===== src/rtl/booth_mul_seq.sv =====
// booth_mul_seq: sequential radix-4 (bit-pair recoded) Booth multiplier.
// The signed WIDTH x WIDTH multiply takes WIDTH/2 iterations after a start/done handshake.
// It produces a signed 2*WIDTH-bit product.
// Optional feature macro: MUL_ZERO_SKIP_EN. When it is defined, a zero operand
// finishes one cycle after acceptance. The result is the same either way.
module booth_mul_seq #(
    parameter int WIDTH = 32
) (
    input  logic                 clk,
    input  logic                 clr,
    input  logic                 start,
    input  logic [WIDTH-1:0]     multiplicand,
    input  logic [WIDTH-1:0]     multiplier,
    output logic                 busy,
    output logic                 done,
    output logic [2*WIDTH-1:0]   product
);

    localparam int ITER = WIDTH / 2;
    localparam int CW   = $clog2(ITER) + 1;
    localparam logic [CW-1:0] LAST_CNT = CW'(ITER - 1);

    typedef enum logic [1:0] {
        IDLE = 2'd0,
        RUN  = 2'd1,
        DONE = 2'd2
    } state_t;

    state_t                 state_reg, state_next;
    logic [WIDTH-1:0]       m_reg;
    logic [2*WIDTH:0]       p_reg;
    logic [2*WIDTH:0]       p_next;
    logic [CW-1:0]          count_reg;
    logic [2*WIDTH-1:0]     product_reg;
    logic                   busy_reg;
    logic                   done_reg;
    logic                   accept;
    logic                   last_iter;

    // Booth datapath intermediates, all WIDTH+2 bits so that +/-2M cannot overflow.
    logic [WIDTH+1:0]       m_ext;
    logic [WIDTH+1:0]       m2_ext;
    logic [WIDTH+1:0]       upper_ext;
    logic [WIDTH+1:0]       addend;
    logic [WIDTH+1:0]       sum;
    logic [2*WIDTH+2:0]     widened;

`ifdef MUL_ZERO_SKIP_EN
    logic                   skip_reg;
    assign last_iter = skip_reg || (count_reg == LAST_CNT);
`else
    assign last_iter = (count_reg == LAST_CNT);
`endif

    // A request is accepted whenever the block is not iterating.
    assign accept = start && (state_reg != RUN);

    // Select the recoded Booth digit and perform one add plus arithmetic shift by two.
    always_comb begin
        m_ext     = {{2{m_reg[WIDTH-1]}}, m_reg};
        m2_ext    = {m_reg[WIDTH-1], m_reg, 1'b0};
        upper_ext = {{2{p_reg[2*WIDTH]}}, p_reg[2*WIDTH:WIDTH+1]};
        addend    = '0;
        case (p_reg[2:0])
            3'b001, 3'b010: addend = m_ext;
            3'b011:         addend = m2_ext;
            3'b100:         addend = -m2_ext;
            3'b101, 3'b110: addend = -m_ext;
            default:        addend = '0;
        endcase
        sum     = upper_ext + addend;
        widened = {sum, p_reg[WIDTH:0]};
        p_next  = widened[2*WIDTH+2:2];
    end

    // Next-state logic for the IDLE / RUN / DONE controller.
    always_comb begin
        state_next = state_reg;
        case (state_reg)
            IDLE:    if (start) state_next = RUN;
            RUN:     if (last_iter) state_next = DONE;
            DONE:    state_next = start ? RUN : IDLE;
            default: state_next = IDLE;
        endcase
    end

    // State register plus registered busy/done flags.
    always_ff @(posedge clk or posedge clr) begin
        if (clr) begin
            state_reg <= IDLE;
            busy_reg  <= 1'b0;
            done_reg  <= 1'b0;
        end else begin
            state_reg <= state_next;
            busy_reg  <= (state_next == RUN);
            done_reg  <= (state_next == DONE);
        end
    end

    // Operand capture, iteration and result capture on entry to DONE.
    always_ff @(posedge clk or posedge clr) begin
        if (clr) begin
            m_reg       <= '0;
            p_reg       <= '0;
            count_reg   <= '0;
            product_reg <= '0;
`ifdef MUL_ZERO_SKIP_EN
            skip_reg    <= 1'b0;
`endif
        end else if (accept) begin
            m_reg     <= multiplicand;
            p_reg     <= {{WIDTH{1'b0}}, multiplier, 1'b0};
            count_reg <= '0;
`ifdef MUL_ZERO_SKIP_EN
            skip_reg  <= (multiplicand == '0) || (multiplier == '0);
`endif
        end else if (state_reg == RUN) begin
            p_reg     <= p_next;
            count_reg <= count_reg + 1'b1;
            if (last_iter) begin
`ifdef MUL_ZERO_SKIP_EN
                product_reg <= skip_reg ? '0 : p_next[2*WIDTH:1];
`else
                product_reg <= p_next[2*WIDTH:1];
`endif
            end
        end
    end

    assign busy    = busy_reg;
    assign done    = done_reg;
    assign product = product_reg;

endmodule

===== config.mk =====
export PLATFORM = sky130hd
export DESIGN_NAME = booth_mul_seq
export DESIGN_NICKNAME = d
export VERILOG_FILES = /design/src/rtl/booth_mul_seq.sv
export SDC_FILE = /design/constraint.sdc
export NUM_CORES = 1
export LEC_CHECK = 0
export ABC_CLOCK_PERIOD_IN_PS = 20700
export CORE_MARGIN = 2
export CORE_UTILIZATION = 30
export DETAILED_ROUTE_END_ITERATION = 12
export PLACE_DENSITY = 0.55
export SETUP_SLACK_MARGIN = 0.3
export SLEW_MARGIN = 10
export SYNTH_ARGS = -nofsm -noshare
export SYNTH_HDL_FRONTEND = slang
export SYNTH_SLANG_ARGS = --single-unit

===== constraint.sdc =====
create_clock -name clk -period 20.7 [get_ports clk]
set_input_delay 6.21 -clock clk [delete_from_list [all_inputs] [get_ports clk]]
set_output_delay 6.21 -clock clk [all_outputs]
set_load 0.01 [all_outputs]

[Word-level counts from Yosys, hierarchy flattened]
Index checks and enable logic that the tools add are counted.
Widths: inputs -> output; s select.
Word-level totals
  bits in registers: 170
  output and inout port bits: 66
  logic and storage cells: 39
  bits of input ports: 67
Cells by class
  bitwise operators: 1
  mux-type cells: 9
  reductions and logical operators: 6
  equal/unequal tests: 12
  add/subtract/negate cells: 4
Operator list (number)
  $pmux 34 s4: 1
  $mux 65: 2
  $neg 34->34: 2
  $add 34x34->34: 1
  $mux 5: 2
  $eq 3x3->1 const B: 3
  $eq 3x2->1 const B: 2
  $pmux 2 s3: 1
  $add 5x1->5 const B: 1
  $eq 5x4->1 const B: 1
  $eq 2x1->1 const B: 2
  $eq 2x2->1 const B: 2
  $mux 2: 2
  $reduce_or 2->1: 2
  $eq 3x1->1 const B: 1
  $reduce_and 3->1: 1
  $logic_not 2->1: 1
  $ne 2x1->1 const B: 1
  $reduce_bool 2->1: 1
  $logic_and 1x1->1: 1
  $mux 1: 1
  $not 1->1: 1

[Logic depth before layout (Yosys ltp)]
  depth in word-level cells: 6
  mapped depth: 20
  mapped depth without buffers: 19

[Least setup slack after synthesis]
No wires, ideal clock.
  kind: input-to-reg
  start: input port start
  end: register m_reg[0]
  slack: 13.329 ns
  path buffers: 2
  arrival: 7.246 ns
  required time: 20.575 ns
  library setup time: 0.125 ns
  stages: 4
  cell sequence: clkbuf_1 -> nand2_1 -> buf_1 -> mux2_2
Between the ends
  word-level cells in the longest chain between the ends: 1
Ends and longest elaborated chain
  from (decl): line 11  | input logic start,
  $logic_and 1x1->1: line 56  | assign accept = start && (state_reg != RUN);
  to (signal assigned): line 111  | m_reg <= multiplicand;
  to (decl): line 30  | logic [WIDTH-1:0] m_reg;
Every way passes these cells.
A chain may end at the register's enable or synchronous reset.

[Final worst setup path]
  start: input port start
  end: register p_reg[58]
Between the ends
  word-level cells in the longest chain between the ends: 2
  elaborated cells on any way between the ends: 3
  those cells by class: mux: 1; reduce/logical: 2
Ends and longest elaborated chain
  $logic_and 1x1->1 (*): line 56
  $mux 65 or $reduce_bool 2->1 (tied branches)
  to (signal assigned): line 112  | p_reg <= {{WIDTH{1'b0}}, multiplier, 1'b0};
  to (signal assigned): line 118  | p_reg <= p_next;
  to (decl): line 31  | logic [2*WIDTH:0] p_reg;
Every way passes the cells marked *; elsewhere a longest branch is shown, timed or not.

==> impl.org <==
** Status
- The run finished with clean final reports.

** Timing
- Max_slew headroom :: 34.0%
- The max-slew violation count was 0.
- Dividing the final minimum period by the clock period gives 39.2%.
- The clock period could shrink to between 8 and 9 ns.
- Highest clock rate :: 0.123 GHz
- Setup total negative slack on the finished layout was measured at 0 ns.
- Clock skew after layout :: 0.0180 ns
- Unrepaired setup endpoints after global routing :: no
- Final setup violation count :: 0
- Final hold violation count :: 0
- For the pin with the worst max-slew slack, the measured transition is just under 1 ns.

** CTS
- In this run, post-CTS repair resized a total of 0 instances.
- For this design, the CTS-stage hold fixing added 0 buffers.
- The root buffer cell chosen for the clock tree is sky130_fd_sc_hd__clkbuf_16.
- CTS max path bufs :: 2
- Buffers inserted during post-CTS setup optimization :: 0
- Clock tree synthesis found a total of 170 sinks.
- H-tree levels :: 4
- Buffers inserted during clock tree synthesis total 17.
- Skew-Pair Late Insertion Delay :: 0.46 ns
- Clock-pin slew was measured on the worst setup and hold paths at 0.07 ns.
- TritonCTS built the clock tree.

** Layout
- The finished layout holds 1720 standard cells, fillers aside.
- In the final layout, the share of cells above drive strength 1 is 7.95%.
- Area growth, synth to finish :: 21.7%
- After filler insertion, the fill cell instance count of the layout stands at 3473.
- The register with the most flip-flops in the layout has between 60 and 70 of them.
- After the last flow step, the layout net total stands at 1362.

** Placement
- Final HPWL DP :: 20100 um
- Final weighted congestion of routability-driven global placement :: 0.828
- The count of buffers added on input and output ports is 132.
- Including well taps, the total number of placed cells is 1687.

** Floorplan
- Std-Cell Core Area :: 33700 um^2
- Floorplan die area :: 35900 um^2
- The floorplan step set the die height to 190 um.
- For this configuration, the core starts out at a cell density of a little under a third.
- Cell Rows :: 67
- Measured along the x axis, the die boundary spans approximately 190 um.
- Number of placed I/O pins :: 133

** GRT
- The number of global-route vias before repair is roughly 8500.
- The number of antenna violations at the first check in global routing was 2.
- The first global-routing pass estimated about 47000 um of wire.
- Global routing used between 15 and 20% of the available tracks.
- Pin count of the biggest net entering global routing :: 105
- For this run the aggregate overflow at the end of global routing stands at 0.

** Min path
- In this run the worst hold path is classified as register to register.

** Logic synthesis
- The synthesized design spends more area on one cell type than any other, namely sky130_fd_sc_hd__dfrtp_1.
- Main area contributors after synthesis :: sky130_fd_sc_hd__dfrtp_1 (41%), sky130_fd_sc_hd__nand2_1 (8.4%), sky130_fd_sc_hd__o21ai_0 (6.8%)
- In this run, synthesis inferred 0 flip-flops with an integrated enable.
- The number of nets in the synthesized netlist is 1283.
- The most used flip-flop cell after synthesis is sky130_fd_sc_hd__dfrtp_1.
- Cell count after synthesis :: 1179
- Summed over its instances, the top area cell type makes up about 41% of the synthesized netlist area.
- Flops & latches, synth :: between 150 and 200
- Proportion of synthesized chip area in sequential cells :: between 40% and 50%
- For this run, asynchronously set or reset flops after synthesis account for 100%.
- The mapped netlist covers 10300 um^2.
- Synth warnings :: 0
- Counting distinct cell types in the post-synthesis netlist gives 69.
- Avg Inst Size Synth :: 8.76 um^2

** Routing
- In the routed layout, each cell is associated on average with a via count of between 5 and 6.
- Top Metal Used :: met5
- WL met2 :: 12800 um
- The detailed router finished its first iteration with between 500 and 600 violations.
- Average wire length per cell after detail routing :: 16.7 um
- Final routed wirelength across all metal layers :: around 29000 um
- After detailed routing, the wire length on met1 is 13900 um.
- Antenna Violating Nets Remaining :: 0
- TritonRoute pass-1 iters :: 5
- Wire segments on met3 add up to 1800 um in the final route.
- Post-route DRC :: 0
- Routed via count :: 8736

** Worst setup path
- Type of the worst setup path :: primary input to register
- STA classifies the critical path startpoint as a primary input.
- For the worst setup path, the data required time is between 20 and 25 ns.
- Along the worst path, the maximum fanout reaches 35.
- Element type at the critical path end :: register
- Critical path arrival :: between 8 and 9 ns

** Power and ir drop
- Dividing total power by cell area gives a power density of between 150 and 200 nW/um^2.
- In this run the static leakage power is 5.34 nW.
- Peak VDD IR :: 0.0694 mV

** Flow run
- Max-cap violations in this run came to 0.
[final cells by class]
type,instances,area [um^2],area share [%]
diodes,1,2.50,0.0199
clock buffers,17,425,3.38
clock inverters,15,155,1.23
inverters,21,83.8,0.667
multi-input cells,903,5670,45.1
flip-flops and latches,170,4250,33.8
well taps,448,561,4.46
repair buffers,145,1410,11.2
[synth_stat cells (21+ instances only)]
cell type / count
sky130_fd_sc_hd__xor2_1: 32
sky130_fd_sc_hd__ha_1: 36
sky130_fd_sc_hd__a21oi_1: 49
sky130_fd_sc_hd__clkbuf_1: 68
sky130_fd_sc_hd__nand3_1: 55
sky130_fd_sc_hd__mux2i_1: 37
sky130_fd_sc_hd__mux2_2: 37
sky130_fd_sc_hd__a22oi_1: 21
sky130_fd_sc_hd__nand2_1: 230
sky130_fd_sc_hd__xnor2_1: 41
sky130_fd_sc_hd__o21ai_0: 140
sky130_fd_sc_hd__nor2_1: 38
sky130_fd_sc_hd__dfrtp_1: 170
[worst paths after layout]
| kind | slack (ns) | endpoint | depth (start not counted) | start |
|---|---|---|---|---|
| max | 12.58 | p_reg[58] | 7 | start |
| min | 0.48 | product[55] | 2 | product[55] |
| max reg2reg | 15.13 | p_reg[60] | 17 | m_reg[0] |
| min reg2reg | 0.48 | product[55] | 2 | product[55] |
| max in group asynchronous | 12.89 | p_reg[28] | 3 | clr |
| min in group asynchronous | 6.37 | product[37] | 2 | clr |
[placed cells by master, fill, tap and decap left out, types with 4 or more instances in the layout]
master                            Yosys  final
sky130_fd_sc_hd__a211oi_1             5      5
sky130_fd_sc_hd__a21o_1              12     12
sky130_fd_sc_hd__a21oi_1             49     49
sky130_fd_sc_hd__a221oi_1            14     14
sky130_fd_sc_hd__a22oi_1             21     21
sky130_fd_sc_hd__a31oi_1             15     15
sky130_fd_sc_hd__and2_1               5      5
sky130_fd_sc_hd__and3_1               5      5
sky130_fd_sc_hd__buf_4                1     13
sky130_fd_sc_hd__clkbuf_16            0     17
sky130_fd_sc_hd__clkdlybuf4s50_1      0    131
sky130_fd_sc_hd__dfrtp_1            170    170
sky130_fd_sc_hd__ha_1                36     36
sky130_fd_sc_hd__inv_1               19     18
sky130_fd_sc_hd__inv_6                0      5
sky130_fd_sc_hd__mux2_2              37     37
sky130_fd_sc_hd__mux2i_1             37     37
sky130_fd_sc_hd__nand2_1            230    229
sky130_fd_sc_hd__nand2b_1            15     14
sky130_fd_sc_hd__nand3_1             55     55
sky130_fd_sc_hd__nand4_1              7      7
sky130_fd_sc_hd__nor2_1              38     38
sky130_fd_sc_hd__nor2b_1              8      7
sky130_fd_sc_hd__nor3_1              17     17
sky130_fd_sc_hd__nor3b_1              4      4
sky130_fd_sc_hd__nor4_1               5      5
sky130_fd_sc_hd__o211ai_1             7      7
sky130_fd_sc_hd__o21ai_0            140    140
sky130_fd_sc_hd__o22ai_1              4      4
sky130_fd_sc_hd__or2_2                5      5
sky130_fd_sc_hd__or3_1                6      6
sky130_fd_sc_hd__or4_1                6      6
sky130_fd_sc_hd__xnor2_1             41     41
sky130_fd_sc_hd__xor2_1              32     32
[per-stage QoR]
| stage | instance area, um^2 | hold slack [ns] | power (W) | setup WS (ns) | utilization, % |
|---|---|---|---|---|---|
| after floorplan | 10300 | 0.460 | 0.00174 | 9.89 | - |
| after global placement | 12000 | 0.458 | 0.00216 | 12.11 | 35.6 |
| after detailed placement | 12000 | 0.466 | 0.00219 | 12.10 | 35.6 |
| after CTS | 12600 | 0.486 | 0.00252 | 12.57 | 37.3 |
| after global routing | 12600 | 0.499 | 0.00275 | 12.38 | 37.3 |
| final | 12600 | 0.478 | 0.00251 | 12.58 | 37.3 |
[where the power goes]
group / leakage [nW] / switching, W / internal, W
Combinational: 3.14 / 0.000873 / 0.000651
Clock: 0.279 / 0.000157 / 0.000160
Sequential: 1.92 / 0.000167 / 0.000499
[layer usage]
layer	vias to the layer above	track usage, %
met5	-	0
met3	16	4.48
met1	4183	22.5
li1	4326	-
met4	2	4.00
met2	209	25.3
[cell families (layout without fill, tap and decap cells)]
logic type	after synthesis	after routing	share of synthesized area (%)
AO/OA/AOI/OAI	298	298	17.4
XOR/XNOR	74	74	6.41
buffers and inverters	106	198	4.08
adder cells (fa/ha/maj)	37	37	4.55
multiplexers	74	74	7.62
flip-flops	170	170	41.2
AND/OR/NAND/NOR	420	420	18.8
other	0	1	0
[worst max-delay path: stages]
cell and delay (ns):
sky130_fd_sc_hd__buf_2 0.08, sky130_fd_sc_hd__buf_4 0.51, sky130_fd_sc_hd__clkinv_1 0.73, sky130_fd_sc_hd__buf_4 0.45
sky130_fd_sc_hd__and3_1 0.17, sky130_fd_sc_hd__a221oi_1 0.20, sky130_fd_sc_hd__nand2_1 0.08
Note: power is estimated with default switching activity, not from simulation.
